### config.mk
export PLATFORM = sky130hd
export DESIGN_NAME = gnn_input_loader_flat
export DESIGN_NICKNAME = d
export VERILOG_FILES = /design/src/rtl/gnn_input_loader_if.sv /design/src/rtl/gnn_input_loader.sv /design/src/flat_wrapper.sv
export SDC_FILE = /design/constraint.sdc
export NUM_CORES = 1
export LEC_CHECK = 0
export CAP_MARGIN = 40
export CORE_MARGIN = 3
export CORE_UTILIZATION = 45
export DETAILED_ROUTE_END_ITERATION = 8
export DONT_BUFFER_PORTS = 1
export GPL_TIMING_DRIVEN = 0
export PLACE_DENSITY_LB_ADDON = 0.3
export SYNTH_ARGS = -nofsm -noshare
export SYNTH_HDL_FRONTEND = slang
export SYNTH_SLANG_ARGS = --single-unit
### constraint.sdc
create_clock -name clk -period 19.4 [get_ports clk]
set_clock_uncertainty 0.05 [all_clocks]
set_input_delay 3.88 -clock clk [delete_from_list [all_inputs] [get_ports clk]]
set_output_delay 3.88 -clock clk [all_outputs]
set_load 0.05 [all_outputs]
### src/rtl/gnn_input_loader_if.sv
// Stream, completion and operand-bus bundle for gnn_input_loader.
// master drives the word stream and done; slave is the loader.
interface gnn_input_loader_if #(
  parameter int CNT_W = 8
);
  logic             s_valid;
  logic [4:0]       s_data;
  logic             s_last;
  logic             s_ready;
  logic             done_i;
  logic [79:0]      feat_bus;
  logic [119:0]     wgt_bus;
  logic             in_ready;
  logic [CNT_W-1:0] frame_cnt;
  logic             frame_err;

  modport master (
    output s_valid,
    output s_data,
    output s_last,
    output done_i,
    input  s_ready,
    input  feat_bus,
    input  wgt_bus,
    input  in_ready,
    input  frame_cnt,
    input  frame_err
  );

  modport slave (
    input  s_valid,
    input  s_data,
    input  s_last,
    input  done_i,
    output s_ready,
    output feat_bus,
    output wgt_bus,
    output in_ready,
    output frame_cnt,
    output frame_err
  );
endinterface

### src/rtl/gnn_input_loader.sv
// Serial-to-parallel operand loader for the GNN datapath.
// Optional framing check via `define GNN_LOADER_FRAME_CHECK_EN.
module gnn_input_loader #(
  parameter int WORDS = 40,
  parameter int CNT_W = 8
) (
  input logic              clk,
  input logic              rst,
  gnn_input_loader_if.slave bus
);
  localparam int SH_W = 5 * WORDS;

  typedef enum logic [1:0] {
    S_IDLE,
    S_LOAD,
    S_PRESENT
  } state_t;

  state_t           r_state;
  state_t           w_state_nxt;
  logic [5:0]       r_cnt;
  logic [5:0]       w_cnt_nxt;
  logic [SH_W-1:0]  r_shadow;
  logic [SH_W-1:0]  w_shadow_nxt;
  logic [79:0]      r_feat;
  logic [119:0]     r_wgt;
  logic             r_in_ready;
  logic             w_in_ready_nxt;
  logic [CNT_W-1:0] r_frame_cnt;
  logic             r_frame_err;
  logic             w_accept;
  logic             w_last_slot;
  logic             w_err;
  logic             w_done_frame;

  assign w_accept    = bus.s_valid && (r_state == S_LOAD);
  assign w_last_slot = (r_cnt == 6'(WORDS - 1));

`ifdef GNN_LOADER_FRAME_CHECK_EN
  assign w_err = w_accept && (bus.s_last != w_last_slot);
`else
  assign w_err = 1'b0;
`endif

  assign w_done_frame = w_accept && w_last_slot && !w_err;

  always_comb begin
    w_state_nxt    = r_state;
    w_cnt_nxt      = r_cnt;
    w_shadow_nxt   = r_shadow;
    w_in_ready_nxt = r_in_ready;
    unique case (r_state)
      S_IDLE: w_state_nxt = S_LOAD;
      S_LOAD: begin
        if (w_accept) begin
          w_shadow_nxt[5*r_cnt +: 5] = bus.s_data;
          w_cnt_nxt = r_cnt + 6'd1;
          if (w_err) begin
            // malformed frame: drop everything gathered so far
            w_cnt_nxt    = '0;
            w_shadow_nxt = '0;
          end else if (w_last_slot) begin
            w_cnt_nxt      = '0;
            w_in_ready_nxt = 1'b1;
            w_state_nxt    = S_PRESENT;
          end
        end
      end
      S_PRESENT: begin
        if (bus.done_i) begin
          w_in_ready_nxt = 1'b0;
          w_state_nxt    = S_LOAD;
        end
      end
      default: w_state_nxt = S_IDLE;
    endcase
  end

  always_ff @(posedge clk or posedge rst) begin
    if (rst) begin
      r_state     <= S_IDLE;
      r_cnt       <= '0;
      r_shadow    <= '0;
      r_feat      <= '0;
      r_wgt       <= '0;
      r_in_ready  <= 1'b0;
      r_frame_cnt <= '0;
      r_frame_err <= 1'b0;
    end else begin
      r_state     <= w_state_nxt;
      r_cnt       <= w_cnt_nxt;
      r_shadow    <= w_shadow_nxt;
      r_in_ready  <= w_in_ready_nxt;
      r_frame_err <= w_err;
      if (w_done_frame) begin
        r_feat      <= w_shadow_nxt[79:0];
        r_wgt       <= w_shadow_nxt[SH_W-1:80];
        r_frame_cnt <= r_frame_cnt + 1'b1;
      end
    end
  end

  assign bus.s_ready   = (r_state == S_LOAD);
  assign bus.feat_bus  = r_feat;
  assign bus.wgt_bus   = r_wgt;
  assign bus.in_ready  = r_in_ready;
  assign bus.frame_cnt = r_frame_cnt;
  assign bus.frame_err = r_frame_err;
endmodule

### src/flat_wrapper.sv
// flat-port wrapper written by rule: the top's interface ports become plain ports
module gnn_input_loader_flat 
#(
  parameter int WORDS = 40,
  parameter int CNT_W = 8
)
  (clk, rst, bus_s_valid, bus_s_data, bus_s_last, bus_done_i, bus_s_ready, bus_feat_bus, bus_wgt_bus, bus_in_ready, bus_frame_cnt, bus_frame_err);
  gnn_input_loader_if #(.CNT_W(CNT_W)) bus_i ();
  input logic clk;
  input logic rst;
  input wire logic [$bits(bus_i.s_valid)-1:0] bus_s_valid;
  input wire logic [$bits(bus_i.s_data)-1:0] bus_s_data;
  input wire logic [$bits(bus_i.s_last)-1:0] bus_s_last;
  input wire logic [$bits(bus_i.done_i)-1:0] bus_done_i;
  output wire logic [$bits(bus_i.s_ready)-1:0] bus_s_ready;
  output wire logic [$bits(bus_i.feat_bus)-1:0] bus_feat_bus;
  output wire logic [$bits(bus_i.wgt_bus)-1:0] bus_wgt_bus;
  output wire logic [$bits(bus_i.in_ready)-1:0] bus_in_ready;
  output wire logic [$bits(bus_i.frame_cnt)-1:0] bus_frame_cnt;
  output wire logic [$bits(bus_i.frame_err)-1:0] bus_frame_err;
  assign bus_i.s_valid = bus_s_valid;
  assign bus_i.s_data = bus_s_data;
  assign bus_i.s_last = bus_s_last;
  assign bus_i.done_i = bus_done_i;
  assign bus_s_ready = bus_i.s_ready;
  assign bus_feat_bus = bus_i.feat_bus;
  assign bus_wgt_bus = bus_i.wgt_bus;
  assign bus_in_ready = bus_i.in_ready;
  assign bus_frame_cnt = bus_i.frame_cnt;
  assign bus_frame_err = bus_i.frame_err;
  gnn_input_loader #(.WORDS(WORDS), .CNT_W(CNT_W)) u_core (.clk(clk), .rst(rst), .bus(bus_i));
endmodule
==> results of run 1 <==
path summary, 6_finish.rpt:
check	startpoint	to	slack [ns]	depth (start not counted)
setup / recovery	bus_s_valid	u_core.bus.wgt_bus[31]	13.53	6
setup reg to reg	u_core.r_cnt[0]	u_core.r_shadow[51]	15.72	9
max in group asynchronous	rst	u_core.bus.wgt_bus[36]	14.67	3
hold / removal	u_core.r_shadow[174]	u_core.r_shadow[174]	0.41	2
min in group asynchronous	rst	u_core.bus.wgt_bus[12]	3.18	1
hold reg to reg	u_core.r_shadow[174]	u_core.r_shadow[174]	0.41	2
cells by family after synthesis:
kind of cell	count (synthesis)	synth area share
buf+inv	94	0.0254
mux	42	0.0284
fa+ha+maj	6	0.00458
other cells	1	0.000229
xor+xnor	13	0.00854
flops	417	0.636
compound gates	343	0.127
simple gates	662	0.169
cell type report:
class,instances,area share
flip-flops and latches,417,0.558
multi-input cells,1067,0.298
clock buffers,62,0.0679
well taps,461,0.0309
plain buffers,79,0.0193
repair buffers,24,0.0131
clock inverters,17,0.00937
inverters,15,0.00341
diodes,1,0.000134
synthesized netlist by cell type (all sizes together), types with 11 or more instances:
library cell	instances	area [um^2]
a31oi	19	119
nand2	524	1970
o21ai	244	1250
nor3	13	96.4
nand2b	14	87.6
xnor2	11	115
inv	15	56.3
or3	18	113
o31ai	33	253
nand3	14	70.1
nor2	43	180
buf	29	173
dfrtp	417	10400
o311ai	15	216
clkbuf	50	188
mux2	36	405
flip-flops by register name (all words and copies together), names as in the netlist:
register and count:
u_core.bus.in_ready 1, u_core.bus.feat_bus 80, u_core.bus.frame_cnt 8, u_core.r_shadow 200
u_core.bus.wgt_bus 120, u_core.r_cnt 6, u_core.r_state 2
per-layer routing:
layer,vias to the layer above,share of wire,GRT usage
met2,400,0.47,0.391
met4,0,0.029,0.0882
li1,5475,-,-
met3,72,0.092,0.0798
met1,5907,0.41,0.328
met5,-,0,0
power breakdown:
group	internal [uW]	switching, uW	total, uW
sequential	1010	322	1330
combinational	160	371	531
clock	497	341	838
total	1660	1030	2700
metrics by stage:
step | instance area [um^2] | setup slack (ns) | total power [uW]
floorplan | 16400 | 3.86 | 1680
global placement | 17000 | -0.169 | 1850
detailed placement | 17200 | 12.97 | 1870
CTS | 18700 | 13.55 | 2710
global route | 18700 | 13.37 | 2820
finish | 18700 | 13.53 | 2700
worst min-delay path, stage by stage, from the launching register on:
cell and delay, ns:
sky130_fd_sc_hd__dfrtp_1 0.32, sky130_fd_sc_hd__nand2_1 0.06, sky130_fd_sc_hd__nand2_1 0.05
==> impl_metrics.tcl, run 1 <==
set metrics [dict create \
    run_status "finished clean" \
    clock_tree.htree_level_count 2 \
    max-clock-path-buffers 3 \
    grt_setup_unrepaired "false" \
    floorplan.die_area_um2 38800 \
    max_freq_mhz 170 \
    finalCritPeriodShare 0.303 \
    final_nets 1664 \
    critical_path.top_delay_family "simple AND/OR/NAND/NOR gates" \
    number_of_global_route_vias_before_repair 11809 \
    synthesis.area_um2 16400 \
    setup_tns_ns 0 \
    worstPathCellList "nand3b_1, nor3_2, buf_2, buf_1, nand2_1, nand2_1" \
    timing_max_transition_violations_final 0 \
    half_perimeter_wire_length_of_the_detailed_placement_result_um 34000 \
    synth-seq-cells 417 \
    fp.coreArea_um2 35700 \
    synth.net_count 1594 \
    cellPowerDensity_nw_per_um2 144 \
    vias_per_cell 5.53 \
    crit_path_max_incr_delay_ns 0.78 \
    max-slew-margin-rel 0.397 \
    power.static_leakage_uw 0.00893 \
    grt_max_degree 129 \
    synth_ff_type "sky130_fd_sc_hd__dfrtp_1" \
    tritoncts_num_sinks 417 \
    synth_seq_area_share 0.636 \
    hold_class "flip-flop to flip-flop" \
    hold_violations 0 \
    ctsResizeCount 0 \
    holdBufCountCts 0 \
    drv.max_cap_violation_count 0 \
    num_io_pins 221 \
    track_usage 0.249 \
    tritoncts "yes" \
    grt.overflow.total 0 \
    initial_core_util 0.459 \
    critical_setup_path_class "input pin to flip-flop" \
    tightestPinTransition_ns 0.900 \
    syn_inst 1578 \
    async_reset_ff_frac 1.00 \
    worst_ep_arrival_ns 6.31 \
    power.ir.vdd_worst_v 0.0000889 \
    path_buf_inv 2 \
    drt_first_iter_violations 784 \
    area_occupied_by_multi_input_gates_um2 5560 \
    cp-start-kind "input pin" \
    wirelength_um 47900 \
    post_drt_wl_per_cell_um 22.3 \
    gp_congestion 0.894 \
    clock_latency_ns 0.57 \
    worst_setup_hold_path_clk_slew_ns 0.06 \
    detailroute.via_count 11854 \
    cp_slowest_cell "sky130_fd_sc_hd__nor3_2" \
    worst-endpoint-required_ns 19.85 \
    stdcell_count 2143 \
    cts_inserted_buffers 44 \
    clockRootBuffer "sky130_fd_sc_hd__clkbuf_16" \
    layout-drive-gt1-share 0.108 \
    nFillCells 3189 \
    post-route-util 0.523 \
    dp.cells 2060 \
    netlist-cell-type-count 62 \
    crit_path_max_fanout 10 \
    syn-mean-instance-area_um2 10.4 \
    register_area_um2 10400 \
    placement_rows 69 \
    port_buffers 0 \
    synthesis.yosys.warnings 0 \
    grt_first_pass_wirelength_um 73100 \
    fin_crit_ns 5.87 \
    area_growth_syn_to_layout_pct 13.9 \
    drtAntennaViolNets 0 \
    cp_common_cell "sky130_fd_sc_hd__nand2_1" \
    synth_enable_flop_cells 0 \
    setup_viol_count_final 0 \
    detailed_route_drc_error_count 0 \
    most-common-layout-cells "sky130_fd_sc_hd__nand2_1 (524), sky130_fd_sc_hd__dfrtp_1 (417), sky130_fd_sc_hd__o21ai_0 (234), sky130_fd_sc_hd__clkbuf_1 (59), sky130_fd_sc_hd__clkbuf_16 (45)" \
    die_width_um 197 \
    final_common_cell "sky130_fd_sc_hd__nand2_1" \
    antenna_found_initial 0 \
    timing.hold.ws_ns 0.411 \
    postCtsSetupRepairBufs 0 \
    drtPass1Iterations 5 \
    chipHeight_um 197 \
    endpoint_kind "flip-flop" \
]
(Power assumes the default switching activity.)
==> run 2: changes to the inputs <==
Clock period 19.4 ns to 4.8 ns, I/O delays scaled along.
==> impl_metrics.tcl, run 2 (synthesis gave the netlist of run 1 again) <==
set metrics [dict create \
    max-clock-path-buffers 3 \
    area_growth_syn_to_layout_pct 14.8 \
    switchingPower_uw 4180 \
    critical_path_launch_point "u_core.r_cnt[0]" \
    critical_path.top_delay_family "compound AO/OA/AOI/OAI gates" \
    grt_setup_unrepaired "false" \
    crit_path_max_fanout 10 \
    clockRootBuffer "sky130_fd_sc_hd__clkbuf_16" \
    drv.max_cap_violation_count 0 \
    final_common_cell "sky130_fd_sc_hd__nand2_1" \
    num_io_pins 221 \
    power.ir.vdd_worst_v 0.000274 \
    worst_setup_hold_path_clk_slew_ns 0.06 \
    register_area_um2 10400 \
    track_usage 0.252 \
    cp_slowest_cell "sky130_fd_sc_hd__a211oi_4" \
    cellPowerDensity_nw_per_um2 583 \
    fp.coreArea_um2 35700 \
    timing_max_transition_violations_final 0 \
    antenna_found_initial 2 \
    grt_max_degree 41 \
    finalCritPeriodShare 0.769 \
    switching_share 0.381 \
    tritoncts "yes" \
    power.share.combinational 0.197 \
    drt_first_iter_violations 893 \
    critical_path_depth 9 \
    placement_rows 69 \
    wirelength_um 48300 \
    clock_latency_ns 0.56 \
    power.share.sequential 0.489 \
    reg2reg_setup_slack_ns 1.11 \
    p_int_uw 6810 \
    n_antenna_cell 0 \
    most-common-layout-cells "sky130_fd_sc_hd__nand2_1 (524), sky130_fd_sc_hd__dfrtp_1 (417), sky130_fd_sc_hd__o21ai_0 (234), sky130_fd_sc_hd__clkbuf_1 (60), sky130_fd_sc_hd__clkbuf_16 (45)" \
    area_occupied_by_multi_input_gates_um2 5560 \
    r2r_cells 9 \
    tightestPinTransition_ns 0.919 \
    post-route-util 0.527 \
    max-slew-margin-rel 0.387 \
    worst_ep_arrival_ns 4.13 \
    initial_core_util 0.459 \
    drtAntennaViolNets 0 \
    worst-endpoint-required_ns 5.24 \
    grt_first_pass_wirelength_um 74600 \
    critical_setup_path_class "flip-flop to flip-flop" \
    registers.top_by_ff_count "u_core.r_shadow" \
    gp_congestion 0.904 \
    number_of_global_route_vias_before_repair 12044 \
    endpoint_of_the_most_critical_setup_path "u_core.r_shadow[54]" \
    endpoint_kind "flip-flop" \
    hold_class "input pin to asynchronous set/reset pin" \
    half_perimeter_wire_length_of_the_detailed_placement_result_um 34900 \
    die_width_um 197 \
    floorplan.die_area_um2 38800 \
    path_buf_inv 3 \
    final_nets 1672 \
    largest_register_ffs 200 \
    port_buffers 0 \
    run_status "finished clean" \
    chipHeight_um 197 \
    setup_tns_ns 0 \
    hold_violations 0 \
    fin_crit_ns 3.69 \
    cp-start-kind "flip-flop" \
    max_freq_mhz 271 \
    clock_power_share 0.314 \
    layout-drive-gt1-share 0.110 \
    setup_viol_count_final 0 \
    holdBufCountCts 0 \
    critical_path.reg2reg.startpoint "u_core.r_cnt[0]" \
    worstPathCellList "clkbuf_1, inv_1, ha_1, buf_4, or3b_1, a211oi_4, o21ai_2, nor2_1, a22o_1" \
    power.static_leakage_uw 0.00899 \
    timing.rr.end "u_core.r_shadow[54]" \
    stdcell_count 2149 \
    postCtsSetupRepairBufs 0 \
    detailroute.via_count 11975 \
    post_drt_wl_per_cell_um 22.5 \
    ctsResizeCount 0 \
    clock_tree.htree_level_count 2 \
    detailed_route_drc_error_count 0 \
    vias_per_cell 5.57 \
    grt.overflow.total 0 \
    tritoncts_num_sinks 417 \
    cts_inserted_buffers 44 \
    dp.cells 2070 \
    nFillCells 3201 \
    drtPass1Iterations 5 \
    crit_path_max_incr_delay_ns 0.76 \
]
run 2: changes by cell type in the layout (fill, tap and decap cells not counted), sizes merged:
cell,before,now
bufinv,3,4
diode,1,0
clkbuf,113,114
inv,18,14
clkinv,11,8
clkinvlp,0,3
clkdlybuf4s15,1,0
buf,51,61
run 2: worst reg2reg max path, cell delays in order, from the launching register on:
cell                       delay (ns)
sky130_fd_sc_hd__dfrtp_1         0.60
sky130_fd_sc_hd__clkbuf_1        0.44
sky130_fd_sc_hd__inv_1           0.13
sky130_fd_sc_hd__ha_1            0.31
sky130_fd_sc_hd__buf_4           0.21
sky130_fd_sc_hd__or3b_1          0.40
sky130_fd_sc_hd__a211oi_4        0.76
sky130_fd_sc_hd__o21ai_2         0.13
sky130_fd_sc_hd__nor2_1          0.37
sky130_fd_sc_hd__a22o_1          0.22
run 2: how the worst min path moves through the flow:
stage / cells after the start / start / endpoint / slack (ns)
2_1_floorplan: 2 / u_core.r_shadow[151] / u_core.bus.wgt_bus[71] / 0.38
3_3_place_gp: 2 / u_core.r_shadow[166] / u_core.r_shadow[166] / 0.39
3_5_place_dp: 2 / u_core.r_shadow[151] / u_core.bus.wgt_bus[71] / 0.40
4_1_cts: 1 / rst / u_core.bus.feat_bus[12] / 0.27
5_1_grt: 1 / rst / u_core.bus.wgt_bus[12] / 0.31
6_report: 1 / rst / u_core.bus.wgt_bus[12] / 0.29
run 2: per-layer routing:
layer | global-route usage | share of wire | vias up
li1 | - | - | 5495
met1 | 0.335 | 0.42 | 6011
met2 | 0.397 | 0.47 | 389
met3 | 0.0824 | 0.089 | 78
met4 | 0.0818 | 0.028 | 2
met5 | 0 | 0.00027 | -
run 2: power by group through the flow:
stage	registers [uW]	logic, uW	clock network [uW]
6_report	5370	2170	3450
5_1_grt	5440	2420	3670
4_1_cts	5380	2140	3520
3_5_place_dp	5450	2130	0
3_3_place_gp	5440	2040	0
2_1_floorplan	5270	1500	0
run 2: through the flow:
stage | power (uW) | hold slack, ns | worst slack [ns] | instance area, um^2
6_report | 11000 | 0.285 | 1.11 | 18800
5_1_grt | 11500 | 0.307 | 0.946 | 18800
4_1_cts | 11000 | 0.274 | 1.12 | 18800
3_5_place_dp | 7580 | 0.399 | 1.17 | 17400
3_3_place_gp | 7480 | 0.394 | -3.86 | 17000
2_1_floorplan | 6780 | 0.382 | -1.83 | 16400
run 2: final cells by class:
cell class | count | share of cell area
plain buffers | 79 | 0.0191
well taps | 461 | 0.0306
clock buffers | 64 | 0.0683
multi-input cells | 1067 | 0.295
flip-flops and latches | 417 | 0.554
clock inverters | 14 | 0.00950
repair buffers | 32 | 0.0203
inverters | 15 | 0.00319
==> run 3: changes to the inputs <==
Clock period 4.8 ns to 3.75 ns, I/O delays scaled along.
==> impl_metrics.tcl, run 3 (synthesis gave the netlist of run 1 again) <==
set metrics [dict create \
    n_antenna_cell 0 \
    cellPowerDensity_nw_per_um2 747 \
    grt.overflow.total 0 \
    antenna_found_initial 2 \
    register_area_um2 10400 \
    power.share.combinational 0.199 \
    tritoncts "yes" \
    hold_violations 0 \
    cts_inserted_buffers 44 \
    power.ir.vdd_worst_v 0.000349 \
    switchingPower_uw 5360 \
    floorplan.die_area_um2 38800 \
    area_occupied_by_multi_input_gates_um2 5560 \
    run_status "finished clean" \
    worstPathCellList "clkbuf_2, inv_1, ha_1, buf_4, xor2_2, nor4_2, o311ai_2, mux2_2, mux2_2" \
    max-clock-path-buffers 3 \
    detailed_route_drc_error_count 0 \
    die_width_um 197 \
    finalCritPeriodShare 0.927 \
    largest_register_ffs 200 \
    drtPass1Iterations 5 \
    setup_tns_ns 0 \
    track_usage 0.252 \
    max_freq_mhz 288 \
    detailroute.via_count 11995 \
    path_buf_inv 3 \
    crit_path_max_incr_delay_ns 0.60 \
    area_growth_syn_to_layout_pct 15.0 \
    initial_core_util 0.459 \
    endpoint_kind "flip-flop" \
    vias_per_cell 5.57 \
    drv.max_cap_violation_count 0 \
    switching_share 0.381 \
    placement_rows 69 \
    power.static_leakage_uw 0.00901 \
    chipHeight_um 197 \
    timing_max_transition_violations_final 0 \
    num_io_pins 221 \
    cp-start-kind "flip-flop" \
    hold_class "input pin to asynchronous set/reset pin" \
    clock_tree.htree_level_count 2 \
    critical_path.top_delay_family "multiplexers" \
    worst-endpoint-required_ns 4.14 \
    max-slew-margin-rel 0.376 \
    port_buffers 0 \
    tritoncts_num_sinks 417 \
    nFillCells 3200 \
    post_drt_wl_per_cell_um 22.5 \
    final_common_cell "sky130_fd_sc_hd__nand2_1" \
    fin_crit_ns 3.47 \
    setup_viol_count_final 0 \
    power.share.sequential 0.488 \
    p_int_uw 8730 \
    cp_common_cell "sky130_fd_sc_hd__mux2_2" \
    grt_max_degree 41 \
    number_of_global_route_vias_before_repair 12044 \
    grt_first_pass_wirelength_um 74600 \
    postLayoutSetupSlackWorst_ns 0.275 \
    drtAntennaViolNets 0 \
    worst_ep_arrival_ns 3.87 \
    wirelength_um 48300 \
    tightestPinTransition_ns 0.936 \
    drt_first_iter_violations 946 \
    grt_setup_unrepaired "false" \
    timing.hold.ws_ns 0.0716 \
    final_nets 1675 \
    critical_setup_path_class "flip-flop to flip-flop" \
    cp_slowest_cell "sky130_fd_sc_hd__dfrtp_1" \
    worst_setup_hold_path_clk_slew_ns 0.07 \
    clock_latency_ns 0.56 \
    registers.top_by_ff_count "u_core.r_shadow" \
    half_perimeter_wire_length_of_the_detailed_placement_result_um 34900 \
    layout-drive-gt1-share 0.112 \
    holdBufCountCts 0 \
    clock_power_share 0.313 \
    crit_path_max_fanout 10 \
    clockRootBuffer "sky130_fd_sc_hd__clkbuf_16" \
    gp_congestion 0.904 \
    dp_worst_setup_slack_ns 0.119 \
    most-common-layout-cells "sky130_fd_sc_hd__nand2_1 (524), sky130_fd_sc_hd__dfrtp_1 (417), sky130_fd_sc_hd__o21ai_0 (233), sky130_fd_sc_hd__clkbuf_1 (59), sky130_fd_sc_hd__clkbuf_16 (45)" \
    fp.coreArea_um2 35700 \
]
run 3: cell count changes in the layout (fill, tap and decap cells not counted):
cell,before,now
sky130_fd_sc_hd__o21ai_1,3,4
sky130_fd_sc_hd__o21ai_0,234,233
sky130_fd_sc_hd__clkbuf_1,60,59
sky130_fd_sc_hd__clkbuf_2,0,1
sky130_fd_sc_hd__buf_4,7,10
run 3: through the flow:
step | util | cell area (um^2) | total power [uW] | std cells
6_report | 0.528 | 18900 | 14100 | 2152
4_1_cts | 0.527 | 18800 | 14100 | 2148
3_3_place_gp | 0.475 | 17000 | 9570 | 2039
3_5_place_dp | 0.486 | 17400 | 9700 | 2070
2_1_floorplan | - | 16400 | 8680 | 1578
5_1_grt | 0.528 | 18900 | 14800 | 2152
run 3: area by class of cell:
cell class,count,share of cell area
sequential,417,0.553
multi-input combinational,1067,0.295
clock buffer,64,0.0683
tap,461,0.0306
timing repair buffer,35,0.0215
buffer,79,0.0192
clock inverter,14,0.00949
inverter,15,0.00318
run 3: worst paths after layout:
path / from / to / slack, ns / cells past startpoint
worst max-delay path: u_core.r_cnt[0] / u_core.bus.wgt_bus[102] / 0.28 / 9
worst min-delay path: rst / u_core.r_shadow[12] / 0.07 / 1
worst max register to register: u_core.r_cnt[0] / u_core.bus.wgt_bus[102] / 0.28 / 9
worst min register to register: u_core.r_shadow[93] / u_core.bus.wgt_bus[13] / 0.41 / 2
max in group asynchronous: rst / u_core.r_shadow[74] / 2.17 / 5
min in group clk: bus_s_valid / u_core.r_state[0] / 0.25 / 1
run 3: timing repair:
| action | 4_1_cts | 5_1_grt |
|---|---|---|
| setup buffers | 0 | 3 |
| setup endpoints to repair | 0 | 22 |
| resized for setup | 0 | 3 |
run 3: layer usage:
metal | track usage | wire [um]
met4 | 0.0818 | 1380
met5 | 0 | 13
met3 | 0.0824 | 4260
met1 | 0.335 | 20100
met2 | 0.397 | 22600
run 3: power by group through the flow:
stage	Sequential [uW]	Clock [uW]	Combinational, uW
floorplan	6750	0	1930
global placement	6960	0	2610
detailed placement	6970	0	2730
CTS	6890	4510	2740
global route	6960	4700	3110
finish	6870	4420	2800
